File: src/rtl/uart_frame_sequencer.sv
// Sequences one UART/IrDA transmit frame (start, data, optional parity, stop bits)
// from an oversampled baud tick, with abort, back-to-back frames and start-overrun.
module uart_frame_sequencer #(
    parameter int unsigned DATA_BITS  = 8,
    parameter int unsigned PARITY_EN  = 1,
    parameter int unsigned STOP_BITS  = 1,
    parameter int unsigned OVERSAMPLE = 16,
    parameter int unsigned CNT_W      = 4
) (
    input  logic             clock,
    input  logic             reset,
    input  logic             start,
    input  logic             tick,
    input  logic             abort,
    output logic             shift,
    output logic             bits_done,
    output logic             busy,
    output logic             overrun,
    output logic [CNT_W-1:0] bit_index,
    output logic [2:0]       field
);

    localparam int unsigned FRAME_BITS = 1 + DATA_BITS + PARITY_EN + STOP_BITS;
    localparam int unsigned TICK_W     = (OVERSAMPLE > 1) ? $clog2(OVERSAMPLE) : 1;

    localparam logic [TICK_W-1:0] LAST_TICK = TICK_W'(OVERSAMPLE - 1);
    localparam logic [CNT_W-1:0]  LAST_BIT  = CNT_W'(FRAME_BITS - 1);

    localparam logic [1:0] ST_IDLE = 2'd0;
    localparam logic [1:0] ST_RUN  = 2'd1;
    localparam logic [1:0] ST_DONE = 2'd2;

    localparam logic [2:0] F_IDLE   = 3'd0;
    localparam logic [2:0] F_START  = 3'd1;
    localparam logic [2:0] F_DATA   = 3'd2;
    localparam logic [2:0] F_PARITY = 3'd3;
    localparam logic [2:0] F_STOP   = 3'd4;

    if (DATA_BITS < 5 || DATA_BITS > 9) begin : g_bad_data_bits
        $error("uart_frame_sequencer: DATA_BITS must be 5..9");
    end
    if (PARITY_EN > 1) begin : g_bad_parity_en
        $error("uart_frame_sequencer: PARITY_EN must be 0 or 1");
    end
    if (STOP_BITS < 1 || STOP_BITS > 2) begin : g_bad_stop_bits
        $error("uart_frame_sequencer: STOP_BITS must be 1 or 2");
    end
    if (OVERSAMPLE < 1) begin : g_bad_oversample
        $error("uart_frame_sequencer: OVERSAMPLE must be at least 1");
    end
    if ((FRAME_BITS >> CNT_W) != 0) begin : g_bad_cnt_w
        $error("uart_frame_sequencer: CNT_W too narrow for FRAME_BITS");
    end

    logic [1:0]        state_q;
    logic [1:0]        state_d;
    logic [TICK_W-1:0] tick_cnt_q;
    logic [TICK_W-1:0] tick_cnt_d;
    logic [CNT_W-1:0]  bit_index_d;
    logic              shift_d;
    logic              bits_done_d;
    logic              busy_d;
    logic              overrun_d;
    logic [2:0]        field_d;

    // Map a bit slot to the frame field it carries
    function automatic logic [2:0] field_of(input logic [CNT_W-1:0] idx);
        if (idx == '0) return F_START;
        if (idx <= CNT_W'(DATA_BITS)) return F_DATA;
        if (PARITY_EN != 0 && idx == CNT_W'(DATA_BITS + 1)) return F_PARITY;
        return F_STOP;
    endfunction

    // Next state, counters and next registered outputs
    always_comb begin
        state_d     = state_q;
        tick_cnt_d  = tick_cnt_q;
        bit_index_d = bit_index;
        shift_d     = 1'b0;
        bits_done_d = 1'b0;
        overrun_d   = 1'b0;

        case (state_q)
            ST_IDLE: begin
                if (start && !abort) begin
                    state_d     = ST_RUN;
                    tick_cnt_d  = '0;
                    bit_index_d = '0;
                end
            end
            ST_RUN: begin
                if (abort) begin
                    state_d     = ST_IDLE;
                    tick_cnt_d  = '0;
                    bit_index_d = '0;
                end else begin
                    overrun_d = start;
                    if (tick) begin
                        if (tick_cnt_q == LAST_TICK) begin
                            tick_cnt_d = '0;
                            shift_d    = 1'b1;
                            if (bit_index == LAST_BIT) begin
                                state_d     = ST_DONE;
                                bits_done_d = 1'b1;
                            end else begin
                                bit_index_d = bit_index + CNT_W'(1);
                            end
                        end else begin
                            tick_cnt_d = tick_cnt_q + TICK_W'(1);
                        end
                    end
                end
            end
            ST_DONE: begin
                // A start here chains the next frame with no idle gap
                state_d     = (start && !abort) ? ST_RUN : ST_IDLE;
                tick_cnt_d  = '0;
                bit_index_d = '0;
            end
            default: begin
                state_d     = ST_IDLE;
                tick_cnt_d  = '0;
                bit_index_d = '0;
            end
        endcase

        busy_d  = (state_d != ST_IDLE);
        field_d = busy_d ? field_of(bit_index_d) : F_IDLE;
    end

    always_ff @(posedge clock) begin
        if (reset) begin
            state_q    <= ST_IDLE;
            tick_cnt_q <= '0;
            bit_index  <= '0;
            shift      <= 1'b0;
            bits_done  <= 1'b0;
            busy       <= 1'b0;
            overrun    <= 1'b0;
            field      <= F_IDLE;
        end else begin
            state_q    <= state_d;
            tick_cnt_q <= tick_cnt_d;
            bit_index  <= bit_index_d;
            shift      <= shift_d;
            bits_done  <= bits_done_d;
            busy       <= busy_d;
            overrun    <= overrun_d;
            field      <= field_d;
        end
    end

endmodule

File: config.mk
export PLATFORM = sky130hd
export DESIGN_NAME = uart_frame_sequencer
export DESIGN_NICKNAME = d
export VERILOG_FILES = /design/src/rtl/uart_frame_sequencer.sv
export SDC_FILE = /design/constraint.sdc
export NUM_CORES = 1
export LEC_CHECK = 0
export CAP_MARGIN = 20
export CORE_AREA = 4 4 45 47
export DETAILED_ROUTE_END_ITERATION = 8
export DIE_AREA = 0 0 49 51
export PLACE_DENSITY_LB_ADDON = 0.05
export REMOVE_ABC_BUFFERS = 1
export SYNTH_ARGS = -nofsm -noshare
export SYNTH_HDL_FRONTEND = slang
export SYNTH_SLANG_ARGS = --single-unit
File: constraint.sdc
create_clock -name clock -period 4.1 [get_ports clock]
set_clock_uncertainty 0.05 [all_clocks]
set_input_delay 0.82 -clock clock [delete_from_list [all_inputs] [get_ports clock]]
set_output_delay 0.82 -clock clock [all_outputs]
set_load 0.02 [all_outputs]
### Yosys cells after proc, flatten, opt, wreduce, memory -nomap -nowiden

Cells that the tools add are included.

| word-level totals | value |
|---|---|
| register bits | 17 |
| logic and storage cells | 64 |

| cells by class | value |
|---|---|
| add/sub/neg operators | 2 |
| bitwise operators | 4 |
| order comparisons | 1 |
| muxes and demuxes | 32 |
| reduce and logical (&&, ||, !) cells | 10 |
| equality and inequality tests | 7 |

Operator list:

| operator | count |
|---|---|
| $mux 4 | 9 |
| $mux 3 | 6 |
| $pmux 4 s2 | 2 |
| $eq 4x4->1 const B | 3 |
| $mux 2 | 5 |
| $mux 1 | 9 |
| $add 4x1->4 const B | 2 |
| $pmux 2 s3 | 1 |
| $reduce_or 5->1 | 1 |
| $le 4x4->1 const B | 1 |
| $logic_not 4->1 | 1 |
| $not 1->1 | 4 |
| $reduce_or 4->1 | 1 |
| $ne 3x3->1 const B | 1 |
| $reduce_or 3->1 | 1 |
| $eq 2x1->1 const B | 1 |
| $eq 2x2->1 const B | 1 |
| $logic_not 2->1 | 1 |
| $ne 2x2->1 const B | 1 |
| $reduce_and 2->1 | 1 |
| $reduce_bool 2->1 | 1 |
| $reduce_or 2->1 | 1 |
| $logic_and 1x1->1 | 1 |
| $logic_not 1->1 | 1 |

### Longest topological paths before layout

| logic depth | value |
|---|---|
| word-level depth | 14 |
| gate-level depth with buffers | 7 |
| gate-level depth less buffers | 7 |

### Worst setup path before layout

Ideal clock, no wire load.

| path | value |
|---|---|
| path kind | input to register |
| start point | input abort |
| end point | register field[1] |
| path slack | 1.671 ns |
| library setup time | 0.091 ns |
| buffers on the path | 1 |
| arrival | 2.288 ns |
| cell stages on the path | 5 |
| data required time | 3.959 ns |
| cells stage by stage | or3b_1 > buf_6 > or4_4 > a31o_1 > a311oi_1 |

| on the way | value |
|---|---|
| longest elaborated chain between the ends | 11 |
| elaborated cells between the ends (all ways) | 26 |
| those cells by class | order compare: 1; eq/ne: 1; mux: 18; bitwise: 1; reduce/logical: 5 |

RTL lines:

| what | RTL line | RTL |
|---|---|---|
| start, declared | 14 | `input logic abort,` |
| parallel branches: the longest is 11 deep, another holds $le 4x4->1 | -- |  |
| end signal, assigned | 149 | `field <= field_d;` |
| end, declared | 20 | `output logic [2:0] field` |

Several ways; the timed one is not identified. The select of a mux whose other input is x is not followed.
A chain may end at the register's enable or synchronous reset.

### Worst setup path in the final report

Same ends and word-level chain as after synthesis.

==> out/results.tsv <==
metric	value	unit
status	complete, no violations	
Buffers on Ports	15	
Setup CP Type	in -> reg	
routed len/inst	13.2	um
placed cell areas	972	um2
Synth Register Bits	17	
R2R Path Start	state_q[0]$_SDFF_PP0_	
Worst VDD drop	193	uV
crit end category	flip-flop	
number of global-route vias before repair	693	
worst reg2reg path depth	4	
total core area	0.00165	mm2
CP Launch Type	input port	
Arrival @ worst endpoint	2880	ps
# DRC	0	
initial antenna violation count	0	
Max Slew Vio Count	0	
WHS Endpoint	tick_cnt_q[2]$_SDFFE_PP0P_	
f_max	0.368	GHz
antenna fix cells	0	
maximum clock insertion buffer count	2	
Synth Instances	89	
RD Place Congestion	0.821	
first-pass GRT wire length	2880	um
final instance area	1000	um2
Congestion Overflow GR	0	
Sink Count	17	
Detailed Routing Iterations Pass 1	4	
Worst R2R End	field[1]$_SDFF_PP0_	
DP Wirelength	1190	um
area delta synth->final	24.8	%
Main synth FF type	dfxtp_1	
hold buffers post-CTS	0	
largest net degree at the start of global routing	14	
synthesized area	801	um2
Rows	15	
CTS tree	yes	
Nets	117	
post-synthesis cell type count	35	
final setup TNS	0	ps
Routed Antenna Nets	0	
clk_lat worst skew	290	ps
ys async rst share	0	%
min-delay src	tick_cnt_q[2]$_SDFFE_PP0P_	
unrepaired setup endpoints after global routing	no	
Starting Density	48.5	%
GRT Overall Usage	14.7	%
hold path cells	2	
number of setup buffers added after CTS	0	
via count	741	
number of gates resized after cts	0	
CTS root buffer	clkbuf_4	
Cell Pwr Density	278	mW/mm2
layout cell share with drive strength beyond 1	6.48	%
die outline height	51	um
Worst-Margin Slew	519	ps
period utilization	66.3	%
Max FO, Critical Path	9	
Warnings, synthesis	0	
I/O Pins	16	
final hold violation count	0	
routed wire length	1650	um
vias per cell	5.93	
maxcap violations	0	
Die Span X	49	um
register area share after synthesis	42.5	%
Reg clk slew, reported paths	100	ps
post-synth top area share	42.5	%
initial DRC count	12	
class of the worst hold path	reg -> reg	
crit path time final	2720	ps
die area	0.00250	mm2
Slew Limit Headroom	65.1	%
area leader, netlist	dfxtp_1	
Post-synth EDFFs	0	
count of final setup violators	0	
critical path data required time	4260	ps
Mapped Avg Cell Area	9.00	um2
htree depth	1	
Reg2Reg Setup Slack	1950	ps
top cells by area, synth	dfxtp_1 43%, ha_1 4.7%, nor2_1 4.7%, nor3_1 4.4%, a21oi_1 3.1%	
TritonCTS buffer count	3	
P_leak	0.000357	uW
[state kept, by name, summed over array words and instances (netlist names)]
register	flops
busy	1
state_q	2
field	3
overrun	1
shift	1
bits_done	1
tick_cnt_q	4
bit_index	4
[placed cells by master (no fill, tap or decap), types with 2 or more instances in the layout]
cell / instances
a211oi_1: 2
a21oi_1: 5
a311oi_1: 2
buf_4: 2
clkbuf_4: 3
clkdlybuf4s50_1: 15
dfxtp_1: 17
ha_1: 3
inv_1: 4
nand2_1: 3
nand3_1: 2
nor2_1: 10
nor2b_1: 2
nor3_1: 7
nor3b_1: 3
o21a_1: 2
o21ai_0: 3
o31ai_1: 3
xnor2_1: 2
[metal layers]
metal,up-vias,track usage (%),wire length [um],share of wire [%]
met1,343,17.4,773,47
met5,-,0,0,0
li1,371,-,-,-
met3,4,2.62,72,4.4
met2,23,24.3,770,47
met4,0,9.42,36,2.2
[how the worst max path moves through the flow]
| stage | from | endpoint | slack, ps | depth (start not counted) |
|---|---|---|---|---|
| 2_1_floorplan | abort | field[1]$_SDFF_PP0_ | 1680 | 4 |
| 5_1_grt | abort | field[1]$_SDFF_PP0_ | 1350 | 5 |
| 3_5_place_dp | abort | field[1]$_SDFF_PP0_ | 1090 | 5 |
| 3_3_place_gp | abort | field[1]$_SDFF_PP0_ | 1130 | 5 |
| 4_1_cts | abort | field[1]$_SDFF_PP0_ | 1390 | 5 |
| 6_report | abort | field[1]$_SDFF_PP0_ | 1380 | 5 |
[cell families after synthesis]
| logic type | count (synthesis) | synth area share [%] |
|---|---|---|
| buffers and inverters | 6 | 3.75 |
| AOI/OAI and AO/OA | 22 | 18.7 |
| adders and majority gates | 3 | 4.69 |
| DFF | 17 | 42.5 |
| and+or+nand+nor | 39 | 28.1 |
| xor gates and xnor gates | 2 | 2.19 |
[Yosys cell counts (2+ instances only)]
library cell and n:
a211oi_1 2, a21oi_1 5, a311oi_1 2, dfxtp_1 17, ha_1 3, inv_1 4
nand2_1 3, nand3_1 2, nor2_1 10, nor2b_1 2, nor3_1 7, nor3b_1 3
o21a_1 2, o21ai_0 3, o31ai_1 3, xnor2_1 2
[where the power goes]
group          internal, uW  switching, uW  leakage (uW)
clock network          36.3           52.0     0.0000177
logic                  9.78           11.3      0.000202
registers               167           1.30      0.000137
[cell type report]
class                      count  area [um2]
timing repair buffer          17         165
clock inverter                 1        5.00
tap                           17        21.3
inverter                       4        15.0
clock buffer                   3        22.5
multi-input combinational     66         430
fill                         164         652
sequential                    17         340
[metrics by stage]
step           utilization [%]  hold WS [ps]  total power (uW)  cells  worst slack [ps]
2_1_floorplan                -           423               182     87              1680
3_3_place_gp              58.9           447               193    121              1130
3_5_place_dp              58.9           458               193    121              1090
4_1_cts                   60.5           480               280    125              1390
5_1_grt                   60.5           520               291    125              1350
6_report                  60.5           487               277    125              1380
[critical path, cell delays in order]
cell and delay [ps]:
clkdlybuf4s50_1 470, or3b_1 550, or4_4 570, a31o_1 230, a311oi_1 240
No activity file was read; power rests on OpenSTA's default activity.
